### src/rtl/arbiter_wrr.sv
// rtl/arbiter_wrr.sv - weighted round-robin arbiter with per-port grant quantum
//
// Arbitrates NUM_PORTS requesters for one shared resource. Each port may hold
// the grant for weight+1 consecutive cycles before ownership moves on, in
// round-robin order starting after the current owner. Handover between owners
// inserts no idle cycle. All outputs are registered.
//
// Optional feature macro: ARBITER_WRR_LOCK_EN adds the `lock` input, which
// suppresses quantum expiry while the owner keeps requesting.
//
// Ports:
//   clk      in   clock
//   rst      in   synchronous active-high reset
//   request  in   [NUM_PORTS] per-port request, held while the port wants the resource
//   weight   in   [NUM_PORTS*WEIGHT_WIDTH] per-port quantum, field p at p*WEIGHT_WIDTH
//   lock     in   (ARBITER_WRR_LOCK_EN only) hold the current owner past its quantum
//   grant    out  [NUM_PORTS] registered one-hot grant, or zero
//   select   out  [SEL_WIDTH] registered index of the granted port, 0 when idle
//   active   out  registered, high whenever grant is nonzero

module arbiter_wrr #(
    parameter int NUM_PORTS    = 6,
    parameter int WEIGHT_WIDTH = 4,
    parameter int SEL_WIDTH    = $clog2(NUM_PORTS)
) (
    input  logic                              clk,
    input  logic                              rst,
    input  logic [NUM_PORTS-1:0]              request,
    input  logic [NUM_PORTS*WEIGHT_WIDTH-1:0] weight,
`ifdef ARBITER_WRR_LOCK_EN
    input  logic                              lock,
`endif
    output logic [NUM_PORTS-1:0]              grant,
    output logic [SEL_WIDTH-1:0]              select,
    output logic                              active
);

    typedef enum logic {
        IDLE = 1'b0,
        OWN  = 1'b1
    } state_t;

    state_t                  state_q, state_d;
    logic [SEL_WIDTH-1:0]    cur_q, cur_d;
    logic [WEIGHT_WIDTH-1:0] cnt_q, cnt_d;
    logic [SEL_WIDTH-1:0]    ptr_q, ptr_d;

    logic [NUM_PORTS-1:0]    grant_d;
    logic [SEL_WIDTH-1:0]    select_d;
    logic                    active_d;

    // Per-port weight fields unpacked so the winner index selects directly.
    logic [WEIGHT_WIDTH-1:0] wt [NUM_PORTS];

    logic [SEL_WIDTH-1:0]    cur_inc;
    logic [SEL_WIDTH-1:0]    start;
    logic                    reassign;
    logic                    hold_lock;
    logic                    found;
    logic [SEL_WIDTH-1:0]    win;

    // First requesting port scanning start, start+1, ... wrapping at NUM_PORTS.
    function automatic void rr_search(
        input  logic [NUM_PORTS-1:0] req,
        input  logic [SEL_WIDTH-1:0] from,
        output logic                 hit,
        output logic [SEL_WIDTH-1:0] idx_out
    );
        int idx;
        hit     = 1'b0;
        idx_out = '0;
        for (int i = 0; i < NUM_PORTS; i++) begin
            idx = int'(from) + i;
            if (idx >= NUM_PORTS) begin
                idx = idx - NUM_PORTS;
            end
            if (!hit && req[SEL_WIDTH'(idx)]) begin
                hit     = 1'b1;
                idx_out = SEL_WIDTH'(idx);
            end
        end
    endfunction

    always_comb begin
        for (int p = 0; p < NUM_PORTS; p++) begin
            wt[p] = weight[p*WEIGHT_WIDTH +: WEIGHT_WIDTH];
        end
    end

    always_ff @(posedge clk) begin
        if (rst) begin
            state_q <= IDLE;
            cur_q   <= '0;
            cnt_q   <= '0;
            ptr_q   <= '0;
            grant   <= '0;
            select  <= '0;
            active  <= 1'b0;
        end else begin
            state_q <= state_d;
            cur_q   <= cur_d;
            cnt_q   <= cnt_d;
            ptr_q   <= ptr_d;
            grant   <= grant_d;
            select  <= select_d;
            active  <= active_d;
        end
    end

    always_comb begin
        state_d  = state_q;
        cur_d    = cur_q;
        cnt_d    = cnt_q;
        ptr_d    = ptr_q;
        start    = ptr_q;
        reassign = 1'b0;
        found    = 1'b0;
        win      = '0;
        grant_d  = '0;
        select_d = '0;
        active_d = 1'b0;

`ifdef ARBITER_WRR_LOCK_EN
        hold_lock = lock;
`else
        hold_lock = 1'b0;
`endif

        cur_inc = (cur_q == SEL_WIDTH'(NUM_PORTS - 1)) ? '0 : cur_q + 1'b1;

        case (state_q)
            IDLE: begin
                if (|request) begin
                    start    = ptr_q;
                    reassign = 1'b1;
                end
            end
            OWN: begin
                // Release or expired quantum: search from the port after the
                // owner; the owner itself is the last candidate, so a lone
                // requester is regranted with no gap.
                if (!request[cur_q] || (cnt_q == '0 && !hold_lock)) begin
                    start    = cur_inc;
                    reassign = 1'b1;
                    ptr_d    = cur_inc;
                end else if (cnt_q != '0) begin
                    cnt_d = cnt_q - 1'b1;
                end
            end
            default: begin
                state_d = IDLE;
            end
        endcase

        rr_search(request, start, found, win);

        if (reassign) begin
            if (found) begin
                state_d = OWN;
                cur_d   = win;
                cnt_d   = wt[win];
            end else begin
                state_d = IDLE;
                cnt_d   = '0;
            end
        end

        // Outputs register the owner that takes effect after this edge.
        if (state_d == OWN) begin
            grant_d[cur_d] = 1'b1;
            select_d       = cur_d;
            active_d       = 1'b1;
        end
    end

endmodule

### config.mk
export PLATFORM = sky130hd
export DESIGN_NAME = arbiter_wrr
export DESIGN_NICKNAME = d
export VERILOG_FILES = /design/src/rtl/arbiter_wrr.sv
export SDC_FILE = /design/constraint.sdc
export NUM_CORES = 1
export LEC_CHECK = 0
export ABC_AREA = 1
export BUFFER_PORTS_ARGS = -buffer_cell sky130_fd_sc_hd__buf_4
export CAP_MARGIN = 20
export CORE_AREA = 3 3 63 65
export DETAILED_ROUTE_END_ITERATION = 7
export DIE_AREA = 0 0 66 68
export GPL_ROUTABILITY_DRIVEN = 0
export GPL_TIMING_DRIVEN = 0
export PLACE_DENSITY = 0.84
export SYNTH_ARGS = -nofsm -noshare
export SYNTH_HDL_FRONTEND = slang
export SYNTH_SLANG_ARGS = --single-unit
### constraint.sdc
create_clock -name clk -period 6.55 [get_ports clk]
set_clock_uncertainty 0.1 [all_clocks]
set_input_delay 0 -clock clk [delete_from_list [all_inputs] [get_ports clk]]
set_output_delay 0 -clock clk [all_outputs]
set_load 0.02 [all_outputs]
Word-level counts from Yosys, hierarchy flattened
Cells that the tools add are included.
{ "classes": {"addsub": 13, "order_cmp": 16, "n_eq_ne": 2, "muxes": 59, "n_bitwise": 3, "reduce_logical": 20} }
{ "ops": {"columns": ["op", "n"], "rows": [
  ["3-bit 2-to-1 mux", 16],
  ["3-bit by 5-bit less-than comparator with 1-bit output (second input constant)", 6],
  ["4-bit 2-to-1 mux", 7],
  ["1-bit 2-to-1 mux", 25],
  ["1-bit binary-select mux with 3-bit select", 7],
  ["4-bit by 3-bit >= comparator with 1-bit output (second input constant)", 5],
  ["3-bit subtractor (second input constant)", 6],
  ["4-bit binary-select mux with 3-bit select", 1],
  ["3-bit by 2-bit adder with 4-bit output (second input constant)", 2],
  ["3-bit by 3-bit adder with 4-bit output (second input constant)", 2],
  ["3-bit by 4-bit less-than comparator with 1-bit output (second input constant)", 2],
  ["1-bit logical AND", 6],
  ["1-bit logical NOT", 6],
  ["3-bit case mux with 2 select lines", 1],
  ["6-bit OR reduction", 1],
  ["3-bit by 1-bit adder with 4-bit output (second input constant)", 1],
  ["4-bit >= comparator (second input constant)", 1],
  ["4-bit logical NOT", 1],
  ["3-bit inverter with 4-bit output", 1],
  ["2-bit nonzero test", 2],
  ["4-bit nonzero test", 1],
  ["4-bit by 1-bit subtractor with 4-bit output (second input constant)", 1],
  ["3-bit by 1-bit adder with 3-bit output (second input constant)", 1],
  ["1-bit demux with 3-bit select", 1],
  ["9 further kinds", 10]
]} }
{ "word_totals": {"register_bits": 21, "input_bits": 32, "output_inout_bits": 10, "wordCells": 120} }

Longest topological paths before layout
Gate-level depths: netlist of run 1.
{ "logic_depth": {"ltp_word": 33, "mapped_depth": 35, "mapped_depth_nobuf": 33} }

Worst setup path after synthesis of run 1
No wires, ideal clock.
{ "synth_path": {"path_kind": "flip-flop to flip-flop", "start": "register cur_q[0]", "end": "register grant[5]", "setup_ns": 0.064, "arrival_time_ns": 3.297, "t_required_ns": 6.386, "slack_ns": 3.088, "path_stages_with_launch": 31, "path_buffers": 0, "synth_period_minus_slack_ns": 3.462, "cell_sequence": "dfxtp_1 -> inv_2 -> nand2_1 -> nand3_1 -> nand2_1 -> nand2_1 -> nand2_2 -> nand2_4 -> nand2_4 -> nand2_1 -> nand2_1 -> inv_1 -> ha_1 -> inv_1 -> nand2_1 -> nand2_2 -> nand4_1 -> nand2_2 -> nand2_1 -> nand3_1 -> nand2_2 -> nor2_8 -> nand2_4 -> clkinv_2 -> nand2_2 -> a21oi_4 -> nand2_2 -> o21ai_2 -> inv_2 -> or2_1 -> nor2_1"} }
{ "synth_between": {"elab_chain_len": 33, "elab_cells_between_ends": 85, "classes_between": "add/sub (12); order compare (8); eq/ne (1); mux (49); bitwise (1); reduce/logical (14)"} }
{ "synth_lines": {"columns": ["element", "line", "rtl"], "rows": [
  ["start, declared", "44", "logic [SEL_WIDTH-1:0] cur_q, cur_d;"],
  ["start signal, assigned", "101", "cur_q <= cur_d;"],
  ["parallel branches: the longest is 33 deep, another holds 3-bit by 1-bit adder with 4-bit output", null, null],
  ["end signal, assigned", "104", "grant <= grant_d;"],
  ["end, declared", "33", "output logic [NUM_PORTS-1:0] grant,"]
]} }
Parallel ways; which one is timed is not known. The select of a mux whose other input is x is not followed.
A chain may end at the register's enable or synchronous reset.

Worst setup path after layout of run 1
{ "layout_path": {"start": "register cur_q[0]", "end": "register cnt_q[2]"} }
{ "layout_between": {"elab_chain_len": 33, "elab_cells_between_ends": 84, "classes_between": "add/sub (12); order compare (6); eq/ne (2); mux (48); bitwise (1); reduce/logical (15)"} }
{ "layout_lines": {"columns": ["element", "line", "rtl"], "rows": [
  ["parallel branches: the longest is 33 deep, another holds 3-bit by 1-bit adder with 4-bit output", null, null],
  ["end signal, assigned", "102", "cnt_q <= cnt_d;"],
  ["end, declared", "45", "logic [WEIGHT_WIDTH-1:0] cnt_q, cnt_d;"]
]} }
Parallel ways; which one is timed is not known. The select of a mux whose other input is x is not followed.

==> results of run 1 <==
==> layer usage <==
| layer | vias to the layer above | share of wire (%) |
|---|---|---|
| met5 | - | 0 |
| met4 | 0 | 1.2 |
| met3 | 8 | 3.8 |
| met2 | 59 | 52 |
| met1 | 1064 | 43 |
| li1 | 1207 | - |
==> critical path: cells and delay by family, from the launching register on <==
family / cells / cell delay (ps)
AND/OR/NAND/NOR: 21 / 2180
buffers and inverters: 6 / 1210
flip-flops: 1 / 450
adder cells (fa/ha/maj): 1 / 370
AO/OA/AOI/OAI: 2 / 250
==> layout by cell type (no fill, tap or decap) <==
cell / count
sky130_fd_sc_hd__nand3b_1: 4
sky130_fd_sc_hd__xnor2_1: 1
sky130_fd_sc_hd__clkbuf_4: 3
sky130_fd_sc_hd__clkinv_2: 1
sky130_fd_sc_hd__nand2_2: 16
sky130_fd_sc_hd__xor2_1: 2
sky130_fd_sc_hd__bufinv_16: 1
sky130_fd_sc_hd__o21ai_0: 16
sky130_fd_sc_hd__nor4_1: 1
sky130_fd_sc_hd__nor2_1: 25
sky130_fd_sc_hd__o21ai_1: 8
sky130_fd_sc_hd__dlygate4sd3_1: 3
sky130_fd_sc_hd__ha_1: 8
sky130_fd_sc_hd__o21ai_2: 4
sky130_fd_sc_hd__a21oi_4: 1
sky130_fd_sc_hd__nand4_4: 1
sky130_fd_sc_hd__buf_4: 41
sky130_fd_sc_hd__nand4_1: 7
sky130_fd_sc_hd__nand2_4: 3
sky130_fd_sc_hd__nand4_2: 1
sky130_fd_sc_hd__a21oi_1: 7
sky130_fd_sc_hd__inv_1: 46
sky130_fd_sc_hd__inv_2: 6
sky130_fd_sc_hd__nand3_1: 58
sky130_fd_sc_hd__nand2_1: 94
sky130_fd_sc_hd__nor2_8: 1
sky130_fd_sc_hd__or2_1: 2
sky130_fd_sc_hd__dfxtp_1: 20
sky130_fd_sc_hd__nand3_2: 4
sky130_fd_sc_hd__nor2_2: 1
sky130_fd_sc_hd__or2_0: 1
sky130_fd_sc_hd__buf_6: 3
sky130_fd_sc_hd__a31oi_1: 1
sky130_fd_sc_hd__or2_2: 1
==> layout make-up <==
type | count | share of cell area [%]
Multi-Input combinational cell | 268 | 56.7
Sequential cell | 20 | 16.0
Timing Repair Buffer | 44 | 13.5
Inverter | 53 | 8.02
Tap cell | 46 | 2.30
Buffer | 3 | 1.35
Clock inverter | 1 | 1.20
Clock buffer | 3 | 0.902
==> flip-flops by register name (all words and copies together), names as in the netlist <==
| name | flops |
|---|---|
| grant | 6 |
| cnt_q | 4 |
| select | 3 |
| ptr_q | 3 |
| active | 1 |
| cur_q | 3 |
==> what timing repair did <==
item | in CTS | in global routing
endpoints found under the setup margin | 0 | 0
hold buffers | 3 | 0
hold endpoints to repair | 10 | 0
==> synth_stat cells (4+ instances only) <==
cell type                   n
sky130_fd_sc_hd__nand3b_1   4
sky130_fd_sc_hd__nand2_2   16
sky130_fd_sc_hd__inv_1     46
sky130_fd_sc_hd__nand3_1   58
sky130_fd_sc_hd__o21ai_0   16
sky130_fd_sc_hd__nand2_1   94
sky130_fd_sc_hd__a21oi_1    7
sky130_fd_sc_hd__nor2_1    25
sky130_fd_sc_hd__o21ai_1    8
sky130_fd_sc_hd__nand3_2    4
sky130_fd_sc_hd__o21ai_2    4
sky130_fd_sc_hd__inv_2      6
sky130_fd_sc_hd__nand4_1    7
sky130_fd_sc_hd__ha_1       8
sky130_fd_sc_hd__dfxtp_1   20
==> worst paths after layout <==
path / from / to / slack [ps] / cells after the start
hold reg to reg: cnt_q[0]$_SDFFE_PP0P_ / cnt_q[0]$_SDFFE_PP0P_ / 460 / 2
setup reg to reg: cur_q[0]$_SDFF_PP0_ / cnt_q[2]$_SDFFE_PP0P_ / 1860 / 30
setup / recovery: cur_q[0]$_SDFF_PP0_ / cnt_q[2]$_SDFFE_PP0P_ / 1860 / 30
hold / removal: weight[20] / cnt_q[0]$_SDFFE_PP0P_ / 40 / 7
==> per-stage QoR <==
step           setup WS [ps]  instances  cell area (sq um)
2_1_floorplan           3090        344               2050
3_3_place_gp            2570        431               2410
3_5_place_dp            2540        431               2410
4_1_cts                 1950        438               2500
5_1_grt                 1510        438               2500
6_report                1860        438               2500
==> kinds of logic (layout without fill, tap and decap cells) <==
family	Yosys count	in the layout	share of synthesized area, %
and+or+nand+nor	220	220	52.5
buffers and inverters	56	104	11.4
AOI/OAI and AO/OA	37	37	10.4
DFF	20	20	19.5
adders and majority gates	8	8	4.88
xor gates and xnor gates	3	3	1.28
==> results.toml, run 1 <==
[status]
status = "finished, final reports clean"

[global_route]
first_global_vias = 2075
globalRouteTotalUtil_pct = 23.7
grt_antenna_before_repair = 0
global_route.usage.met2_pct = 45.7
global_route.usage.met3_pct = 2.30
grt_use_met1_pct = 27.5
largest_net_degree_at_the_start_of_global_routing = 13
grt_first_pass_wirelength_microns = 8540
overflow = 0
top_usage_layer = "met2"

[worst_setup_path]
critical_path_peak_fanout = 10
critical-path-slowest-cell = "sky130_fd_sc_hd__dlygate4sd3_1"
critPathMaxStageDelay_ps = 560
crit_path_launch_type = "flop"
criticalPathCategory = "flop to flop"
worst_ep_required_time_ps = 6650
cp_data_arrival_time_ps = 4790
critical_path.endpoint_type = "flop"
timing.critical_path.mode_cell = "sky130_fd_sc_hd__nand2_1"

[final_layout]
number_of_inserted_diodes = 0
share_of_post_route_cells_with_drive_strength_above_1_pct = 22.4
area_growth_pct = 21.9
utilization_pct = 73.7
filler_cell_count = 308
area_used_by_sequential_logic_in_the_layout_sq_um = 400
final_net_count = 433
multi_input_comb_area_sq_um = 1420

[synthesis]
netlist_top_cells_area = "sky130_fd_sc_hd__dfxtp_1, sky130_fd_sc_hd__nand2_1, sky130_fd_sc_hd__nand3_1"
asyncSetResetFlopFracSynth_pct = 0
syn-instance-count = 344
synth_area_per_cell_sq_um = 5.96
ys_ff_latch = 20
synth-seq-area-share_pct = 19.5
synthesized_nets = 384
synth_top_cell_area_share_pct = 19.5
synth.distinct_cells = 30
syn_area_sq_um = 2050
yosysWarnings = 0
yosysTopAreaCell = "sky130_fd_sc_hd__dfxtp_1"
synth-edff-count = 0
ys.flop_type = "sky130_fd_sc_hd__dfxtp_1"

[sta]
maxSlewViolCount = 0
timing_hold_violations_final = 0
rsz0062_at_grt = "false"
post-route-period-util_pct = 71.6
hold_slack_final_ps = 40.7
setup-violations-final = 0
post-route-min-period_ps = 4690
fmax_mhz = 213
timing_worst_slew_pin_value_ps = 340
fin_tns_setup_ps = 0
worst_slew_margin_pct = 77.1

[floorplanning]
coreArea_sq_um = 3390
initial_core_util_pct = 60.5
chipHeight_microns = 68
die_w_microns = 66
rows = 21
floorplan.io_pins = 42
full_die_area_sq_um = 4490

[drt]
detail-route-antenna-nets = 0
routed_wl_per_cell_microns = 11.8
detail_route.first_pass.iterations = 5
routed-via-count = 2338
remaining_drc_errors = 0
detail_route.wirelength_microns = 5180
avgViaCountPerCell = 5.34
detail_route.iter0.violations = 137

[hold_path]
worst_min_delay_path_class = "input port to flop"

[placed_design]
io_buffer_count = 41
detailedPlacementHpwl_microns = 4030

[cts]
clkSlewWorstSetupHoldPaths_ps = 120
clock_latency_ps = 310
cts_max_path_buffers = 2
cts-root-buf = "sky130_fd_sc_hd__clkbuf_4"
post-cts-setup-buffers = 0
clock_tree_sinks = 20
cts_inserted_buffers = 3
cts_tree = "yes"
cts.htree.levels = 1
cts-resized-gates = 0

[flow_run]
maxCapViolCount = 0
Power of run 1 is not shown: default switching activity piles up to over one toggle a cycle in this logic, so the estimate is an artifact.
==> inputs of run 2 (changes only) <==
Settings changed: ABC_AREA 1 to 0, CORE_AREA 3 3 63 65 to 3 3 73 75, DIE_AREA 0 0 66 68 to 0 0 76 78, PLACE_DENSITY 0.84 to 0.76.
Clock period 6.55 ns to 4.1 ns, I/O delays scaled along.
==> results.toml, run 2 <==
[synthesis]
synth-seq-area-share_pct = 16.4
synth_commonest_cells = "sky130_fd_sc_hd__nor2_1, sky130_fd_sc_hd__nand2_1, sky130_fd_sc_hd__a21oi_1"
synthesized_nets = 355
ys_ff_latch = 20
synth.distinct_cells = 79
syn-instance-count = 315
asyncSetResetFlopFracSynth_pct = 0
yosysWarnings = 0
ys.flop_type = "sky130_fd_sc_hd__dfxtp_1"
yosysMostFrequentCell = "sky130_fd_sc_hd__nor2_1"
synth_area_per_cell_sq_um = 7.75
syn_area_sq_um = 2440
netlist_top_cells_area = "sky130_fd_sc_hd__dfxtp_1, sky130_fd_sc_hd__mux2i_1, sky130_fd_sc_hd__a21oi_1"
synth_top_cell_area_share_pct = 16.4
synth-edff-count = 0
yosysTopAreaCell = "sky130_fd_sc_hd__dfxtp_1"

[final_layout]
utilization_pct = 83.2
reg_top3 = "grant (6), cnt_q (4)"
final_common_cell = "sky130_fd_sc_hd__buf_4"
share_of_post_route_cells_with_drive_strength_above_1_pct = 49.0
number_of_inserted_diodes = 0
largest_register = "grant"
most-common-layout-cells = "sky130_fd_sc_hd__buf_4, sky130_fd_sc_hd__nor2_1, sky130_fd_sc_hd__nand2_1"
final_net_count = 455
largest_register_ff_count = 6
area_growth_pct = 61.1

[hold_path]
hold_sp = "weight[18]"
timing.hold.worst_path_depth = 4
worst_min_delay_path_class = "input port to flop"
hold_path_endpoint = "cnt_q[2]$_SDFFE_PP0P_"

[cts]
clkSlewWorstSetupHoldPaths_ps = 80
cts.htree.levels = 1
cts_tree = "yes"
clock_latency_ps = 270
cts_inserted_buffers = 3
clock_tree_sinks = 20
cts_max_path_buffers = 2
cts-root-buf = "sky130_fd_sc_hd__clkbuf_8"

[placed_design]
detailedPlacementHpwl_microns = 5450
io_buffer_count = 41

[worst_setup_path]
critical_path_peak_fanout = 7
crit_path_launch_type = "flop"
reg2reg_slack_ps = -540
regToRegStartpoint = "cur_q[1]$_SDFF_PP0_"
crit-reg2reg-capture = "cnt_q[0]$_SDFFE_PP0P_"
critPathMaxStageDelay_ps = 700
worst_ep_required_time_ps = 4150
reg2reg_depth = 18
cp_data_arrival_time_ps = 4690
critical_path.endpoint_type = "flop"
crit_path_cell_trace = "mux2i_4 -> o22ai_4 -> buf_4 -> o211a_1 -> a21oi_4 -> inv_2 -> ha_4 -> nor2b_4 -> nor2_1 -> inv_1 -> a2111oi_0 -> a31oi_1 -> o32ai_2 -> a32o_2 -> mux2i_1 -> nor3_1 -> o41a_1 -> o31a_1"
crit_path_start = "cur_q[1]$_SDFF_PP0_"
critical-path-slowest-cell = "sky130_fd_sc_hd__a2111oi_0"
criticalPathCategory = "flop to flop"

[sta]
fmax_mhz = 216
post-route-period-util_pct = 113
maxSlewViolCount = 0
worst_slew_margin_pct = 38.3
rsz0062_at_grt = "true"
post-route-min-period_ps = 4640
setup-violations-final = 16
timing_worst_slew_pin_value_ps = 902
worst_slack_ps = -536
fin_tns_setup_ps = -5540
timing_hold_violations_final = 0

[floorplanning]
rows = 25
coreArea_sq_um = 4720
full_die_area_sq_um = 5930
die_w_microns = 76
initial_core_util_pct = 51.7
chipHeight_microns = 78
floorplan.io_pins = 42

[drt]
detail_route.iter0.violations = 375
routed_wl_per_cell_microns = 23.6
routed-via-count = 3429
detail_route.wirelength_microns = 11400
detail_route.first_pass.iterations = 5
detail-route-antenna-nets = 0
avgViaCountPerCell = 7.13
remaining_drc_errors = 0

[global_route]
grt_antenna_before_repair = 0
overflow = 0
globalRouteTotalUtil_pct = 29.6
first_global_vias = 3059
grt_first_pass_wirelength_microns = 14500
largest_net_degree_at_the_start_of_global_routing = 12

[status]
violations_in_the_final_reports = "negative setup slack"
status = "complete, but fails checks"

[flow_run]
maxCapViolCount = 0
## run 2: cell types whose count changed after synthesis, moves of 7 or more
cell,previous run,this run
sky130_fd_sc_hd__nor3_1,0,14
sky130_fd_sc_hd__nand3_1,58,15
sky130_fd_sc_hd__a21oi_1,7,21
sky130_fd_sc_hd__inv_1,46,14
sky130_fd_sc_hd__nand2_2,16,0
sky130_fd_sc_hd__a31oi_1,1,8
sky130_fd_sc_hd__mux2i_1,0,12
sky130_fd_sc_hd__nand2_1,94,22
sky130_fd_sc_hd__and2_1,0,10
## run 2: kinds of logic after synthesis
group           Yosys count  synth area share, %
simple gates            123                 27.0
compound gates          119                 38.9
buf+inv                  26                 5.08
flops                    20                 16.4
mux                      16                 7.49
fa+ha+maj                 8                 4.10
xor+xnor                  3                 1.08
## run 2: metrics by stage
stage / hold slack [ps] / cell area, sq um / cells / worst slack, ps
2_1_floorplan: 77.3 / 2530 / 315 / -156
3_3_place_gp: 218 / 2930 / 423 / -589
3_5_place_dp: 219 / 2930 / 423 / -692
4_1_cts: 37.1 / 3640 / 470 / -285
5_1_grt: 47.6 / 3930 / 481 / -617
6_report: 39.5 / 3930 / 481 / -536
## run 2: critical path: cells and delay by family (launching register included)
kind	cells	cell delay, ps
multiplexers	2	520
buffers and inverters	3	340
adder cells (fa/ha/maj)	1	200
AND/OR/NAND/NOR	3	320
AO/OA/AOI/OAI	9	2590
flip-flops	1	420
## run 2: layout make-up
class	instances	area, sq um
multi-input cells	270	2460
well taps	67	83.8
flip-flops and latches	20	410
repair buffers	98	798
plain buffers	8	58.8
inverters	14	62.6
fillers	247	792
clock buffers	4	55.1
## run 2: timing repair
item	4_1_cts	5_1_grt
gates cloned	0	1
gates resized for setup	72	43
pin swaps	28	30
buffers inserted	40	13
hold buffers	4	0
endpoints found under the hold margin	2	0
setup endpoints to repair	17	17
## run 2: worst max-delay path by stage
stage                     slack, ps                    end  depth (start not counted)
after floorplan                -160  cnt_q[0]$_SDFFE_PP0P_                         21
after global routing           -620  cnt_q[0]$_SDFFE_PP0P_                         18
after detailed placement       -690    grant[1]$_SDFF_PP0_                         20
final                          -540  cnt_q[0]$_SDFFE_PP0P_                         18
after CTS                      -280  cnt_q[0]$_SDFFE_PP0P_                         19
after global placement         -590    grant[1]$_SDFF_PP0_                         20
## run 2: metal layers
| metal | part of all wire (%) | global-route usage [%] |
|---|---|---|
| met1 | 37 | 35.7 |
| met2 | 47 | 53.6 |
| met3 | 8.7 | 3.60 |
| met4 | 6.9 | 11.1 |
| met5 | 0 | 0 |
Power of run 2 is left out for the same reason.
==> inputs of run 3 (changes only) <==
Settings changed: CTS_CLUSTER_SIZE set to 30, REMOVE_ABC_BUFFERS set to 1.
==> results.toml, run 3 (synthesis gave the netlist of run 2 again) <==
[status]
status = "complete, but fails checks"
violations_in_the_final_reports = "negative setup slack"

[drt]
routed_wl_per_cell_microns = 22.2
routed-via-count = 3326
detail_route.wirelength_microns = 10500
remaining_drc_errors = 0
detail-route-antenna-nets = 0
avgViaCountPerCell = 7.03
detail_route.first_pass.iterations = 5
detail_route.iter0.violations = 407

[worst_setup_path]
critPathMaxStageDelay_ps = 590
critical_path_peak_fanout = 7
crit_path_cell_trace = "inv_2 -> ha_4 -> nor3b_4 -> nand2_2 -> o21ai_4 -> o211ai_1 -> o21ai_4 -> inv_2 -> ha_4 -> nor2b_4 -> a22oi_2 -> nand3_1 -> a211oi_2 -> a31oi_2 -> or4b_4 -> a32o_2 -> mux2i_1 -> nor3_1 -> o41a_1 -> o31a_1"
critical_path.endpoint_type = "flop"
crit_path_launch_type = "flop"
criticalPathCategory = "flop to flop"
critical-path-slowest-cell = "sky130_fd_sc_hd__or4b_4"
worst_ep_required_time_ps = 4170
cp_data_arrival_time_ps = 4610

[final_layout]
largest_register_ff_count = 6
share_of_post_route_cells_with_drive_strength_above_1_pct = 51.0
final_area_sq_um = 3930
filler_cell_count = 241
most-common-layout-cells = "sky130_fd_sc_hd__buf_4, sky130_fd_sc_hd__nand2_1, sky130_fd_sc_hd__nor2_1"
reg_top3 = "grant (6), cnt_q (4)"
area_growth_pct = 61.1
final_common_cell = "sky130_fd_sc_hd__buf_4"
largest_register = "grant"
number_of_inserted_diodes = 0
final_net_count = 447
utilization_pct = 83.2

[sta]
post-route-min-period_ps = 4540
fmax_mhz = 220
post-route-period-util_pct = 111
hold_slack_final_ps = 28.3
timing_hold_violations_final = 0
timing_worst_slew_pin_value_ps = 861
worst_slack_ps = -441
maxSlewViolCount = 0
rsz0062_at_grt = "true"
worst_slew_margin_pct = 42.4
setup-violations-final = 17

[placed_design]
io_buffer_count = 41
placed_area_sq_um = 2760
detailedPlacementHpwl_microns = 5350

[cts]
cts.htree.levels = 1
clkSlewWorstSetupHoldPaths_ps = 80
cts-root-buf = "sky130_fd_sc_hd__clkbuf_8"
clock_latency_ps = 270
cts_inserted_buffers = 3
clock_tree_sinks = 20
cts_tree = "yes"
cts_max_path_buffers = 2

[global_route]
globalRouteTotalUtil_pct = 27.4
overflow = 0
grt_first_pass_wirelength_microns = 13700
largest_net_degree_at_the_start_of_global_routing = 13
first_global_vias = 2860
grt_antenna_before_repair = 0

[hold_path]
worst_min_delay_path_class = "input port to flop"

[floorplanning]
initial_core_util_pct = 51.7
die_w_microns = 76
floorplan.io_pins = 42
full_die_area_sq_um = 5930
coreArea_sq_um = 4720
chipHeight_microns = 78
rows = 25

[flow_run]
maxCapViolCount = 0
run 3: worst paths after layout:
kind                                       startpoint                    end  slack (ps)  cells after the start
worst min-delay path                       weight[18]  cnt_q[2]$_SDFFE_PP0P_          30                      4
worst min register to register  cnt_q[2]$_SDFFE_PP0P_  cnt_q[2]$_SDFFE_PP0P_         570                      2
worst max-delay path            cnt_q[0]$_SDFFE_PP0P_  cnt_q[0]$_SDFFE_PP0P_        -440                     20
worst max register to register  cnt_q[0]$_SDFFE_PP0P_  cnt_q[0]$_SDFFE_PP0P_        -440                     20
run 3: cell type report:
| class | instances | area, sq um | area share [%] |
|---|---|---|---|
| clock buffers | 3 | 41.3 | 1.05 |
| repair buffers | 98 | 781 | 19.9 |
| clock inverters | 1 | 30.0 | 0.764 |
| multi-input cells | 270 | 2520 | 64.0 |
| well taps | 67 | 83.8 | 2.13 |
| inverters | 14 | 62.6 | 1.59 |
| flip-flops and latches | 20 | 415 | 10.6 |
run 3: what timing repair did:
item                                    CTS  global route
hold buffers                              4             0
buffers inserted                         34            19
gates cloned                              0             1
endpoints found under the setup margin   17            17
gates resized for setup                  68            70
hold endpoints to repair                  9             0
pin swaps                                19            39
run 3: metal layers:
layer / share of wire (%) / track usage, % / vias up
li1: - / - / 1415
met3: 11 / 3.48 / 72
met5: 0 / 0 / -
met4: 4.7 / 8.70 / 0
met1: 39 / 35.7 / 1544
met2: 46 / 47.3 / 295
run 3: stage by stage:
stage               TNS [ps]  setup slack [ps]  cells
CTS                    -1430              -207    453
floorplan              -7960              -713    303
global route           -5630              -523    473
finish                 -4500              -441    473
detailed placement    -22820             -1550    411
global placement      -21970             -1480    411
run 3: worst max-delay path, delay by kind of cell, from the launching register on:
kind,cells,cell delay (ps)
multiplexers,1,170
AND/OR/NAND/NOR,6,1390
buffers and inverters,2,220
adder cells (fa/ha/maj),2,370
AO/OA/AOI/OAI,9,1810
flip-flops,1,340
Power of run 3 is left out for the same reason.
